$ cat src/rtl/boot_pkg.sv
// Shared types and constants for the instruction-memory boot loader.
// Holds the loader FSM encoding, the word size in bytes and the checksum width.
package boot_pkg;

    typedef enum logic [2:0] {
        ST_IDLE,
        ST_LEN_LO,
        ST_LEN_HI,
        ST_DATA,
        ST_CSUM,
        ST_DONE,
        ST_ERROR
    } boot_state_t;

    localparam int BOOT_BYTES_PER_WORD = 4;
    localparam int BOOT_CSUM_W         = 8;

endpackage

$ cat src/rtl/word_assembler.sv
// Collects payload bytes little-endian into 32-bit words; o_word_valid is
// combinational on the accept of the last byte so the caller can register it.
module word_assembler
    import boot_pkg::*;
(
    input  logic        clock,
    input  logic        reset_n,
    input  logic        i_clear,
    input  logic        i_byte_valid,
    input  logic [7:0]  i_byte,
    output logic        o_word_valid,
    output logic [31:0] o_word
);

    // Only the first three bytes need storage; the fourth arrives on i_byte.
    logic [23:0] r_shreg;
    logic [1:0]  r_idx;

    always_ff @(posedge clock or negedge reset_n) begin
        if (!reset_n) begin
            r_shreg <= '0;
            r_idx   <= '0;
        end else if (i_clear) begin
            r_shreg <= '0;
            r_idx   <= '0;
        end else if (i_byte_valid) begin
            r_shreg <= {i_byte, r_shreg[23:8]};
            r_idx   <= r_idx + 2'd1;
        end
    end

    assign o_word_valid = i_byte_valid && (r_idx == 2'(BOOT_BYTES_PER_WORD - 1));
    assign o_word       = {i_byte, r_shreg};

endmodule

$ cat src/rtl/imem_boot_loader.sv
// Byte-stream boot loader: length header, payload words into imem, XOR checksum,
// then releases the core. Optional inter-byte timeout: `define BOOT_LOADER_TIMEOUT_EN.
module imem_boot_loader
    import boot_pkg::*;
#(
    parameter int ADDR_W      = 10,
    parameter int LEN_W       = 16,
    parameter int TIMEOUT_CYC = 1000000
) (
    input  logic              clock,
    input  logic              reset_n,
    input  logic              rx_valid,
    input  logic [7:0]        rx_data,
    output logic              rx_ready,
    input  logic              reload,
    output logic              imem_we,
    output logic [ADDR_W-1:0] imem_addr,
    output logic [31:0]       imem_wdata,
    output logic              cpu_reset,
    output logic              done,
    output logic              error,
    output boot_state_t       dbg_state
);

    localparam logic [LEN_W:0] MAX_LEN = (LEN_W + 1)'(1) << ADDR_W;

    boot_state_t            r_state;
    boot_state_t            w_next_state;
    logic [LEN_W-1:0]       r_len;
    logic [LEN_W-1:0]       r_word_cnt;
    logic [BOOT_CSUM_W-1:0] r_csum;

    logic                   w_accept;
    logic [LEN_W-1:0]       w_len_rx;
    logic [LEN_W-1:0]       w_word_cnt_inc;
    logic                   w_word_valid;
    logic [31:0]            w_word;
    logic                   w_tmo_hit;

    // Handshake: a byte transfers on a rising edge where rx_valid && rx_ready;
    // rx_ready depends only on the state, never on rx_valid.
    assign rx_ready       = (r_state == ST_LEN_LO) || (r_state == ST_LEN_HI) ||
                            (r_state == ST_DATA)   || (r_state == ST_CSUM);
    assign w_accept       = rx_valid && rx_ready;
    assign w_len_rx       = LEN_W'({rx_data, r_len[7:0]});
    assign w_word_cnt_inc = r_word_cnt + LEN_W'(1);
    assign dbg_state      = r_state;

    word_assembler u_word_assembler (
        .clock        (clock),
        .reset_n      (reset_n),
        .i_clear      (r_state == ST_IDLE),
        .i_byte_valid (w_accept && (r_state == ST_DATA)),
        .i_byte       (rx_data),
        .o_word_valid (w_word_valid),
        .o_word       (w_word)
    );

`ifdef BOOT_LOADER_TIMEOUT_EN
    logic [31:0] r_tmo;
    logic        w_tmo_run;

    // LEN_LO is excluded so the loader can wait forever for a host to start.
    assign w_tmo_run = (r_state == ST_LEN_HI) || (r_state == ST_DATA) || (r_state == ST_CSUM);
    assign w_tmo_hit = w_tmo_run && !w_accept && (r_tmo == 32'(TIMEOUT_CYC - 1));

    always_ff @(posedge clock or negedge reset_n) begin
        if (!reset_n) begin
            r_tmo <= '0;
        end else if (!w_tmo_run || w_accept) begin
            r_tmo <= '0;
        end else begin
            r_tmo <= r_tmo + 32'd1;
        end
    end
`else
    assign w_tmo_hit = 1'b0;
`endif

    always_comb begin
        w_next_state = r_state;
        case (r_state)
            ST_IDLE:   w_next_state = ST_LEN_LO;
            ST_LEN_LO: if (w_accept) w_next_state = ST_LEN_HI;
            ST_LEN_HI: begin
                if (w_accept) begin
                    if ({1'b0, w_len_rx} > MAX_LEN) w_next_state = ST_ERROR;
                    else if (w_len_rx == '0)        w_next_state = ST_CSUM;
                    else                            w_next_state = ST_DATA;
                end
            end
            ST_DATA:   if (w_word_valid && (w_word_cnt_inc == r_len)) w_next_state = ST_CSUM;
            ST_CSUM: begin
                if (w_accept) w_next_state = (rx_data == r_csum) ? ST_DONE : ST_ERROR;
            end
            ST_DONE, ST_ERROR: if (reload) w_next_state = ST_IDLE;
            default:   w_next_state = ST_IDLE;
        endcase
        if (w_tmo_hit) w_next_state = ST_ERROR;
    end

    always_ff @(posedge clock or negedge reset_n) begin
        if (!reset_n) begin
            r_state    <= ST_IDLE;
            r_len      <= '0;
            r_word_cnt <= '0;
            r_csum     <= '0;
            imem_we    <= 1'b0;
            imem_addr  <= '0;
            imem_wdata <= '0;
            cpu_reset  <= 1'b1;
            done       <= 1'b0;
            error      <= 1'b0;
        end else begin
            r_state   <= w_next_state;
            imem_we   <= 1'b0;
            // Status flags follow the next state so cpu_reset drops on the DONE entry edge.
            cpu_reset <= (w_next_state != ST_DONE);
            done      <= (w_next_state == ST_DONE);
            error     <= (w_next_state == ST_ERROR);
            case (r_state)
                ST_IDLE: begin
                    r_len      <= '0;
                    r_word_cnt <= '0;
                    r_csum     <= '0;
                end
                ST_LEN_LO: if (w_accept) r_len[7:0] <= rx_data;
                ST_LEN_HI: if (w_accept) r_len <= w_len_rx;
                ST_DATA: begin
                    if (w_accept) begin
                        r_csum <= r_csum ^ rx_data;
                        if (w_word_valid) begin
                            imem_we    <= 1'b1;
                            imem_addr  <= r_word_cnt[ADDR_W-1:0];
                            imem_wdata <= w_word;
                            r_word_cnt <= w_word_cnt_inc;
                        end
                    end
                end
                default: ;
            endcase
        end
    end

endmodule

$ cat config.mk
export PLATFORM = sky130hd
export DESIGN_NAME = imem_boot_loader
export DESIGN_NICKNAME = d
export VERILOG_FILES = /design/src/rtl/boot_pkg.sv /design/src/rtl/word_assembler.sv /design/src/rtl/imem_boot_loader.sv
export SDC_FILE = /design/constraint.sdc
export NUM_CORES = 1
export LEC_CHECK = 0
export ABC_AREA = 1
export CAP_MARGIN = 20
export CORE_MARGIN = 10
export CORE_UTILIZATION = 43
export DETAILED_ROUTE_END_ITERATION = 10
export HOLD_SLACK_MARGIN = 0.02
export PLACE_DENSITY = 0.63
export RECOVER_POWER = 50
export SLEW_MARGIN = 20
export SYNTH_ARGS = -nofsm -noshare
export SYNTH_HDL_FRONTEND = slang
export SYNTH_SLANG_ARGS = --single-unit
$ cat constraint.sdc
create_clock -name clock -period 1.73 [get_ports clock]
set_input_delay 0.346 -clock clock [delete_from_list [all_inputs] [get_ports clock]]
set_output_delay 0.346 -clock clock [all_outputs]
set_load 0.005 [all_outputs]
[Word level (Yosys, flattened, before mapping)]
Index checks and enable logic that the tools add are counted.
Storage, ports and cells
  register bits: 115
  bits in latches: 0
  memory bits (writable): 0
  ROM bits: 0
  input port bits: 12
  memories kept: 0
Cells by class
  $add $sub $neg: 2
  multipliers: 0
  divide/modulo/power cells: 0
  magnitude comparators: 1
  eq/ne operators: 16
  shift operators: 0
  muxes and demuxes: 25
  bitwise operators: 2
  reductions and logical operators: 19
Operator list (count)
  $mux 16: 3
  $mux 24: 2
  $pmux 16 s2: 1
  $pmux 8 s2: 2
  $pmux 8 s3: 1
  $mux 3: 7
  $pmux 3 s6: 1
  $add 16x1->16 const B: 1
  $eq 16x16->1: 1
  $gt 16x11->1 const B: 1
  $logic_not 16->1: 1
  $mux 8: 2
  $eq 3x3->1 const B: 5
  $reduce_and 3->1: 3
  $eq 8x8->1: 1
  $ne 2x2->1 const B: 4
  $reduce_bool 2->1: 4
  $xor 8x8->8: 1
  $eq 3x2->1 const B: 2
  $mux 2: 3
  $logic_and 1x1->1: 4
  $reduce_and 2->1: 2
  $eq 3x1->1 const B: 1
  $logic_not 3->1: 1
  other kinds (7): 11

[Logic depth before layout (Yosys ltp)]
Gate-level depths: netlist (run 1).
  depth after elaboration: 11
  mapped depth: 15
  mapped depth without buffers: 15

[Modules after synthesis]
A second synthesis (run 1) with hierarchy kept.
Unflattened totals
  cells, all modules: 706
  area, all modules: 5813.1 um2
Modules (own cells, without submodules)
  imem_boot_loader: times used 1, cells each 581, area each 4548.1 um2, seq. area each 2228.4 um2
  word_assembler: times used 1, cells each 125, area each 1265.0 um2, seq. area each 650.6 um2

[Least setup slack after synthesis (run 1)]
Ideal clock, no wire load.
  path kind: reg-to-reg
  start point: reg r_word_cnt[0]
  end point: reg error
  arrival: 1640 ps
  slack: 19 ps
  stages on the path, launching flop included: 16
  path buffers: 0
  cell sequence: dfrtp_1 > ha_1 > nand2_1 > nor2_2 > nand2_1 > nand2_1 > nand2_1 > nand2_1 > nand2_1 > nor2_1 > nand3_1 > nor2_1 > nand2_1 > nand2_1 > nand3_1 > nor2_1
Between the ends
  word-level cells in the longest chain between the ends: 6
RTL lines
  start, declared: RTL line imem_boot_loader.sv:30  | logic [LEN_W-1:0] r_word_cnt;
  start signal, assigned: RTL line imem_boot_loader.sv:136  | r_word_cnt <= w_word_cnt_inc;
  $add 16x1->16: RTL line imem_boot_loader.sv:46  | assign w_word_cnt_inc = r_word_cnt + LEN_W'(1);
  $eq 16x16->1: RTL line imem_boot_loader.sv:92  | ST_DATA: if (w_word_valid && (w_word_cnt_inc == r_len)) w_next_state = ST_CSUM;
  $logic_and 1x1->1: RTL line imem_boot_loader.sv:92
  $mux 3: RTL line imem_boot_loader.sv:92
  $pmux 3 s6: RTL line imem_boot_loader.sv:82  | case (r_state)
  $eq 3x3->1: RTL line imem_boot_loader.sv:120  | error <= (w_next_state == ST_ERROR);
  end signal, assigned: RTL line imem_boot_loader.sv:120
  end, declared: RTL line imem_boot_loader.sv:21  | output logic error,
No other way between the ends.
A chain may end at the register's enable or synchronous reset.

[Worst setup path in the final report (run 1)]
Ends and elaborated chain as after synthesis.

==> results of run 1 <==
==> what timing repair did <==
action                                  in CTS  in global routing
setup buffers                                9                  6
pin swaps                                   23                 23
endpoints found under the hold margin       25                  0
gates resized for setup                     29                 33
hold buffers                                 1                  0
gates cloned                                 0                  0
endpoints found under the setup margin       9                 37
==> routing by layer <==
metal,part of all wire,up-vias
met3,0.045,24
met1,0.44,2222
met5,0,-
met4,0.018,0
met2,0.50,116
li1,-,2300
==> kinds of logic after synthesis <==
kind of cell | count (synthesis) | synth area share
muxes | 5 | 0.0106
AOI/OAI and AO/OA | 108 | 0.117
buffers and inverters | 104 | 0.0786
DFF | 115 | 0.555
and+or+nand+nor | 252 | 0.215
xor gates and xnor gates | 12 | 0.0202
adders and majority gates | 2 | 0.00482
==> layout make-up <==
class                   instances  share of cell area
clock buffers                  18              0.0586
clock inverters                14              0.0202
inverters                      85              0.0443
multi-input cells             379               0.275
flip-flops and latches        115               0.385
well taps                     147              0.0246
repair buffers                161               0.193
==> worst max-delay path, delay by kind of cell (launching register included) <==
| kind | cells | cell delay, ps |
|---|---|---|
| buffers and inverters | 3 | 420 |
| adder cells (fa/ha/maj) | 1 | 190 |
| AND/OR/NAND/NOR | 8 | 650 |
| flip-flops | 1 | 410 |
| AO/OA/AOI/OAI | 1 | 180 |
==> sequential cells by signal, summed over array words and instances, names as in the netlist <==
name                      count
cpu_reset                     1
dbg_state                     3
done                          1
error                         1
imem_addr                    10
imem_wdata                   32
imem_we                       1
r_csum                        8
r_len                        16
r_word_cnt                   16
u_word_assembler.r_idx        2
u_word_assembler.r_shreg     24
==> metrics by stage <==
stage	cell area [um2]	total power, W	hold slack [ps]	setup slack, ps	setup TNS [ps]
finish	7490	0.0103	482	-240	-1080
global route	7490	0.0109	512	-357	-5860
CTS	7390	0.0103	413	-232	-893
detailed placement	6640	0.00657	295	-320	-14400
global placement	6640	0.00652	290	-357	-10660
floorplan	5190	0.00512	50.4	18.8	0
==> synthesized netlist by cell type <==
library cell and count:
a21oi_1 3, o21bai_1 1, xor2_1 7, inv_1 82
inv_2 1, nand2_2 1, o211ai_1 2, mux2i_1 1
nor2_2 3, dfrtp_1 114, clkbuf_1 6, nor2_8 1
ha_1 2, a22oi_1 1, o21ai_0 59, nand3_2 2
nand4_1 12, o21ai_2 1, nor3_1 3, clkinv_2 1
nor2_1 34, nand3_1 56, nor2_4 2, dfstp_2 1
clkinv_1 1, nor4_1 1, buf_2 13, o22ai_1 41
nand2_4 1, xnor2_1 5, mux2_2 4, nand2_1 136
==> final timing paths <==
kind,startpoint,to,depth (start not counted)
setup reg to reg,r_word_cnt[0],error,13
hold reg to reg,imem_addr[8],imem_addr[8],2
min in group asynchronous,reset_n,imem_wdata[29],2
setup / recovery,r_word_cnt[0],error,13
max in group asynchronous,reset_n,cpu_reset,3
hold / removal,imem_addr[8],imem_addr[8],2
==> where the power goes <==
part | internal [W] | switching [W]
clock network | 0.00217 | 0.00132
logic | 0.00143 | 0.00192
registers | 0.00319 | 0.000263
==> flow_summary.yaml, run 1 <==
die:
  coreArea_um2: 11900
  die_w_um: 130
  ioPinCount: 62
  start_util: 0.436
  die-area_um2: 16900
  rows: 40
  die_h_um: 130
routing:
  firstDrtPassIters: 4
  wl_per_cell_um: 16.0
  vias_per_cell: 5.07
  drc: 0
  drt_iter0_drc: 268
  wirelength_um: 14700
  routed-via-count: 4662
  postRouteAntennaNets: 0
grt:
  grt_usage: 0.181
  grt_pass1_vias: 4675
  grt_pass1_wl_um: 23700
  grt_busiest_layer: "met2"
  grt.overflow.total: 0
  grt_max_degree: 38
  grtUsageMet1: 0.224
  grt_use_met2: 0.299
  met3_usage: 0.0446
  antenna_found_initial: 0
cells_and_area:
  multi_input_area_um2: 2060
  final_nets: 773
  diodes: 0
  utilization: 0.629
  regArea_um2: 2880
  areaGrowthSynthToFinish_pct: 44.3
  fillerInstances: 1014
  layout_common_cells: "128 x nand2_1, 112 x dfrtp_1, 79 x buf_4, 77 x inv_1, 57 x o21ai_0"
  fin_cells: 919
  final_common_cell: "nand2_1"
  drive_gt1_frac: 0.234
synthesis:
  synth_cell_types: 32
  synth_top_cell_area_share: 0.550
  synth_warnings: 0
  synth.yosys.seq_area_share: 0.555
  synth_area_leader_cell: "dfrtp_1"
  ys_seq_elements: 115
  netlist_instances: 598
  synth.area.top_cells: "dfrtp_1 55%, nand2_1 9.8%, inv_1 5.9%"
  avgSynthCellArea_um2: 8.68
  synth_nets: 612
  netlist_area_um2: 5190
timing:
  rsz0062_at_grt: "true"
  finalSetupViolations: 12
  fin_crit_sh: 1.14
  worst_pin_slew_ps: 664
  finClkSkew_ps: 9.03
  relSlewSlack: 0.558
  timing.fmax_ghz: 0.508
  hold_viol_final: 0
  post-route-min-period_ps: 1970
  setup_ws_ps: -240
  slew_violations: 0
clock_network:
  clk_latency_ps: 420
  cts_tree: "built"
  cts_max_level: 4
  cts.sink_count: 115
  cts_root_buf: "clkbuf_16"
  clockBufferDepth: 2
  path_clk_slew_ps: 60
  numCtsBuffers: 17
power_and_ir_drop:
  leakagePower_nw: 3.52
  ir_drop_v: 0.000883
  p_per_area_nw_per_um2: 1370
setup_path:
  worstSetupPathType: "reg2reg"
  slowest_delay_ps: 410
  cp-end-kind: "register"
  crit_slowest_cell: "dfrtp_1"
  worstPathArrival_ps: 2270
  reg2reg_setup_slack_ps: -240
  worstSetupStartpointType: "register"
  required_ps: 2040
  cp_max_fo: 4
  path_cells: "ha_4, nand2_4, nor2_4, buf_6, nand4_1, buf_4, nand3_2, nand2_1, nand3_2, nor2_4, buf_6, a21oi_4, nor2_1"
placement:
  globalplace.congestion: 0.902
  port-buffer-count: 61
  hpwl_um: 10300
  place_inst: 871
outcome:
  status: "finished, violations left"
  violations: "setup timing"
run:
  drv_cap: 0
worst_hold_path:
  hp-class: "reg2reg"
(Power assumes the default switching activity.)
==> run 2, diff against run 1 <==
Settings changed: CORE_MARGIN 10 to unset.
==> flow_summary.yaml, run 2 (synthesized netlist as in run 1, its figures left out) <==
cells_and_area:
  final_cell_area_um2: 7430
  diodes: 0
  drive_gt1_frac: 0.231
  final_nets: 767
  largest_reg_flops: 32
  fin_cells: 909
  areaGrowthSynthToFinish_pct: 43.0
  final_common_cell: "nand2_1"
  layout_common_cells: "125 x nand2_1, 112 x dfrtp_1, 78 x inv_1, 73 x buf_4, 57 x o21ai_0"
  reg_top3: "imem_wdata x32, u_word_assembler.r_shreg x24"
  regMostFlops: "imem_wdata"
grt:
  antenna_found_initial: 0
  grt_pass1_vias: 4682
  grt_pass1_wl_um: 22900
  grtUsageMet1: 0.302
  grt.overflow.total: 0
  met3_usage: 0.0533
  grt_busiest_layer: "met2"
  grt_use_met2: 0.398
  grt_usage: 0.238
  grt_max_degree: 35
clock_network:
  clk_latency_ps: 410
  clockBufferDepth: 2
  cts_max_level: 4
  cts_root_buf: "clkbuf_16"
  path_clk_slew_ps: 60
  numCtsBuffers: 17
  cts_tree: "built"
  cts.sink_count: 115
placement:
  port-buffer-count: 61
  dp_slack_ps: -292
  globalplace.congestion: 0.899
  hpwl_um: 9910
  dpl_cell_area_um2: 6550
  place_inst: 862
die:
  start_util: 0.447
  die_h_um: 112
  ioPinCount: 62
  rows: 39
  die-area_um2: 12500
  coreArea_um2: 11600
  die_w_um: 112
timing:
  setup_ws_ps: -173
  finalSetupViolations: 8
  rsz0062_at_grt: "true"
  fin_tns_setup_ps: -704
  slew_violations: 0
  post-route-min-period_ps: 1900
  fin_crit_sh: 1.10
  finClkSkew_ps: 10.6
  worst_pin_slew_ps: 907
  hold_viol_final: 0
  timing.fmax_ghz: 0.525
  relSlewSlack: 0.395
setup_path:
  cp-end-kind: "register"
  crit_top_cell: "nand2_1"
  crit_slowest_cell: "dfrtp_1"
  r2r-start: "r_word_cnt[0]"
  crit_family: "simple AND/OR/NAND/NOR gates"
  worstPathArrival_ps: 2250
  worstSetupPathType: "reg2reg"
  required_ps: 2080
  path_buf_inv: 1
  cp_max_fo: 4
  worstSetupStartpointType: "register"
  slowest_delay_ps: 410
  cp-startpoint: "r_word_cnt[0]"
  path_cells: "ha_4, nand2_4, nor2_4, buf_6, nand4_1, nand2_1, nand2_1, nand2_2, nand3_4, nor2_4, nand2_1, nand2_2, nand3_2, nor2_1"
routing:
  wl_per_cell_um: 15.6
  firstDrtPassIters: 8
  wirelength_um: 14200
  routed-via-count: 4652
  postRouteAntennaNets: 0
  drt_iter0_drc: 323
  drc: 3
  vias_per_cell: 5.12
power_and_ir_drop:
  leakagePower_nw: 3.48
  ir_drop_v: 0.00138
  p_per_area_nw_per_um2: 1370
outcome:
  status: "finished, violations left"
  violations: "DRC, setup timing"
run:
  drv_cap: 0
worst_hold_path:
  hp-class: "reg2reg"
  worstHoldStart: "imem_addr[1]"
==> run 2: metal layers <==
metal | vias up | wire length, um
met3 | 27 | 460
met4 | 0 | 290
met5 | - | 0
li1 | 2290 | -
met2 | 95 | 7040
met1 | 2240 | 6420
==> run 2: final cells by class <==
cell class | instances | area (um2)
clock buffers | 20 | 457
fillers | 984 | 4190
inverters | 85 | 338
multi-input cells | 380 | 2070
flip-flops and latches | 115 | 2880
well taps | 143 | 179
clock inverters | 12 | 120
repair buffers | 154 | 1380
==> run 2: path summary, 6_finish.rpt <==
path,end,slack (ps),cells past startpoint
hold / removal,imem_addr[1],480,2
max in group asynchronous,cpu_reset,100,3
setup / recovery,error,-170,14
setup reg to reg,error,-170,14
min in group asynchronous,imem_wdata[29],590,2
hold reg to reg,imem_addr[1],480,2
==> run 2: metrics by stage <==
| stage | util | hold WS (ps) | total power, W |
|---|---|---|---|
| after detailed placement | 0.564 | 342 | 0.00652 |
| after global placement | 0.564 | 345 | 0.00648 |
| final | 0.639 | 479 | 0.0102 |
| after global routing | 0.639 | 495 | 0.0107 |
| after floorplan | - | 50.4 | 0.00512 |
| after CTS | 0.627 | 452 | 0.0101 |
==> run 2: timing repair <==
| item | CTS | global route |
|---|---|---|
| gates cloned | 1 | 1 |
| pin swaps | 10 | 19 |
| hold buffers | 1 | 0 |
| endpoints found under the setup margin | 9 | 53 |
| gates resized for setup | 29 | 42 |
| endpoints found under the hold margin | 29 | 0 |
| buffers inserted | 9 | 3 |
==> run 2: worst reg2reg max path: stages (launching register included) <==
cell	delay, ps
dfrtp_1	410
ha_4	190
nand2_4	60
nor2_4	150
buf_6	130
nand4_1	100
nand2_1	110
nand2_1	60
nand2_2	70
nand3_4	80
nor2_4	150
nand2_1	80
nand2_2	90
nand3_2	60
nor2_1	100
==> run 2: power by group <==
group	switching, W	internal [W]	total, W
sequential	0.000268	0.00319	0.00346
combinational	0.00192	0.00142	0.00335
clock	0.00132	0.00208	0.00340
==> run 3, diff against run 2 <==
Settings changed: CELL_PAD_IN_SITES_DETAIL_PLACEMENT set to 0, CELL_PAD_IN_SITES_GLOBAL_PLACEMENT set to 1, CORE_UTILIZATION 43 to 38, PLACE_DENSITY 0.63 to 0.72, TNS_END_PERCENT set to 1.
==> flow_summary.yaml, run 3 (synthesized netlist as in run 1, its figures left out) <==
routing:
  postRouteAntennaNets: 0
  drt_iter0_drc: 289
  vias_per_cell: 4.83
  wl_per_cell_um: 14.8
  routed-via-count: 4530
  firstDrtPassIters: 4
  drc: 0
  wirelength_um: 13900
die:
  die_h_um: 119
  die_w_um: 119
  coreArea_um2: 13300
  start_util: 0.390
  rows: 42
  ioPinCount: 62
  die-area_um2: 14100
setup_path:
  path_cells: "clkbuf_1, nand3_2, clkinv_2, nand2_4, nor2_8, clkbuf_1, inv_4, buf_12, nor2_1, o21bai_1"
  cp-end-kind: "register"
  crit_top_cell: "clkbuf_1"
  required_ps: 2070
  worstSetupStartpointType: "register"
  cp_max_fo: 27
  crit_family: "buffers and inverters"
  slowest_delay_ps: 430
  crit_slowest_cell: "clkbuf_1"
  worstPathArrival_ps: 2340
  path_buf_inv: 5
  worstSetupPathType: "reg2reg"
timing:
  slew_violations: 0
  rsz0062_at_grt: "true"
  timing.fmax_ghz: 0.500
  fin_crit_sh: 1.16
  setup_ws_ps: -269
  post-route-min-period_ps: 2000
  relSlewSlack: 0.378
  fin_tns_setup_ps: -11440
  hold_viol_final: 0
  finalSetupViolations: 63
  worst_pin_slew_ps: 933
  finClkSkew_ps: 10.8
run:
  drv_cap: 0
power_and_ir_drop:
  switchingPower_w: 0.00336
  p_seq_frac: 0.345
  p_per_area_nw_per_um2: 1370
  clkPwrFrac: 0.348
  intPower_w: 0.00665
  ir_drop_v: 0.000855
  comb_power_share: 0.307
  finalPower_w: 0.0100
  switching_share: 0.336
  leakagePower_nw: 3.43
cells_and_area:
  regArea_um2: 2880
  drive_gt1_frac: 0.198
  multi_input_area_um2: 1950
  reg_top3: "imem_wdata x32, u_word_assembler.r_shreg x24"
  diodes: 0
  largest_reg_flops: 32
  layout_common_cells: "132 x nand2_1, 113 x dfrtp_1, 79 x inv_1, 76 x buf_4, 56 x o21ai_0"
  final_common_cell: "nand2_1"
  final_nets: 762
  areaGrowthSynthToFinish_pct: 40.7
  regMostFlops: "imem_wdata"
  fillerInstances: 1230
clock_network:
  clk_latency_ps: 420
  path_clk_slew_ps: 60
  numCtsBuffers: 17
  cts.sink_count: 115
  cts_tree: "built"
  clockBufferDepth: 2
  cts_root_buf: "clkbuf_16"
  cts_max_level: 4
grt:
  grt_pass1_vias: 4547
  grt_max_degree: 48
  grt_pass1_wl_um: 23200
  antenna_found_initial: 0
  grt_usage: 0.215
  grt.overflow.total: 0
worst_hold_path:
  hp-class: "reg2reg"
placement:
  hpwl_um: 10100
  globalplace.congestion: 0.922
  port-buffer-count: 61
outcome:
  status: "finished, violations left"
  violations: "setup timing"
-- run 3: layout make-up --
| type | instances | share of cell area |
|---|---|---|
| Sequential cell | 115 | 0.394 |
| Multi-Input combinational cell | 379 | 0.268 |
| Timing Repair Buffer | 150 | 0.182 |
| Clock buffer | 19 | 0.0607 |
| Inverter | 85 | 0.0442 |
| Tap cell | 176 | 0.0302 |
| Clock inverter | 13 | 0.0204 |
-- run 3: repair_timing --
| item | CTS | global route |
|---|---|---|
| hold buffers | 1 | 0 |
| setup endpoints to repair | 9 | 10 |
| setup buffers | 3 | 1 |
| resized for setup | 24 | 7 |
| hold endpoints to repair | 30 | 0 |
| pin swaps | 10 | 3 |
-- run 3: worst paths after layout --
kind                                 from              to  slack [ps]  depth (start not counted)
max in group asynchronous         reset_n   r_word_cnt[2]         220                          3
hold reg to reg            imem_wdata[19]  imem_wdata[19]         480                          2
setup reg to reg             dbg_state[0]   r_word_cnt[0]        -270                         10
min in group asynchronous         reset_n    imem_addr[1]         600                          2
setup / recovery             dbg_state[0]   r_word_cnt[0]        -270                         10
hold / removal             imem_wdata[19]  imem_wdata[19]         480                          2
-- run 3: power groups by stage --
stage               Combinational [W]  Sequential (W)  Clock, W
floorplan                     0.00165         0.00347         0
global placement              0.00302         0.00349         0
detailed placement            0.00303         0.00350         0
CTS                           0.00310         0.00346   0.00356
global route                  0.00338         0.00351   0.00369
finish                        0.00307         0.00346   0.00348
-- run 3: tightest hold or removal path, cell delays in order (launching register included) --
cell and delay (ps):
dfrtp_1 340, nand2_1 50, o21ai_0 50
-- run 3: metal layers --
| layer | part of all wire | track usage | vias up | wire length (um) |
|---|---|---|---|---|
| li1 | - | - | 2278 | - |
| met1 | 0.47 | 0.278 | 2161 | 6480 |
| met2 | 0.49 | 0.351 | 74 | 6730 |
| met3 | 0.030 | 0.0503 | 17 | 422 |
| met4 | 0.016 | 0.0807 | 0 | 225 |
| met5 | 0 | 0 | - | 0 |
-- run 3: through the flow --
| step | hold WS [ps] | area, um2 | util | std cells | setup slack, ps |
|---|---|---|---|---|---|
| 2_1_floorplan | 50.4 | 5190 | - | 598 | 18.8 |
| 3_3_place_gp | 364 | 6660 | 0.501 | 900 | -254 |
| 3_5_place_dp | 370 | 6660 | 0.501 | 900 | -305 |
| 4_1_cts | 473 | 7330 | 0.551 | 936 | -203 |
| 5_1_grt | 506 | 7300 | 0.549 | 937 | -381 |
| 6_report | 480 | 7300 | 0.549 | 937 | -269 |
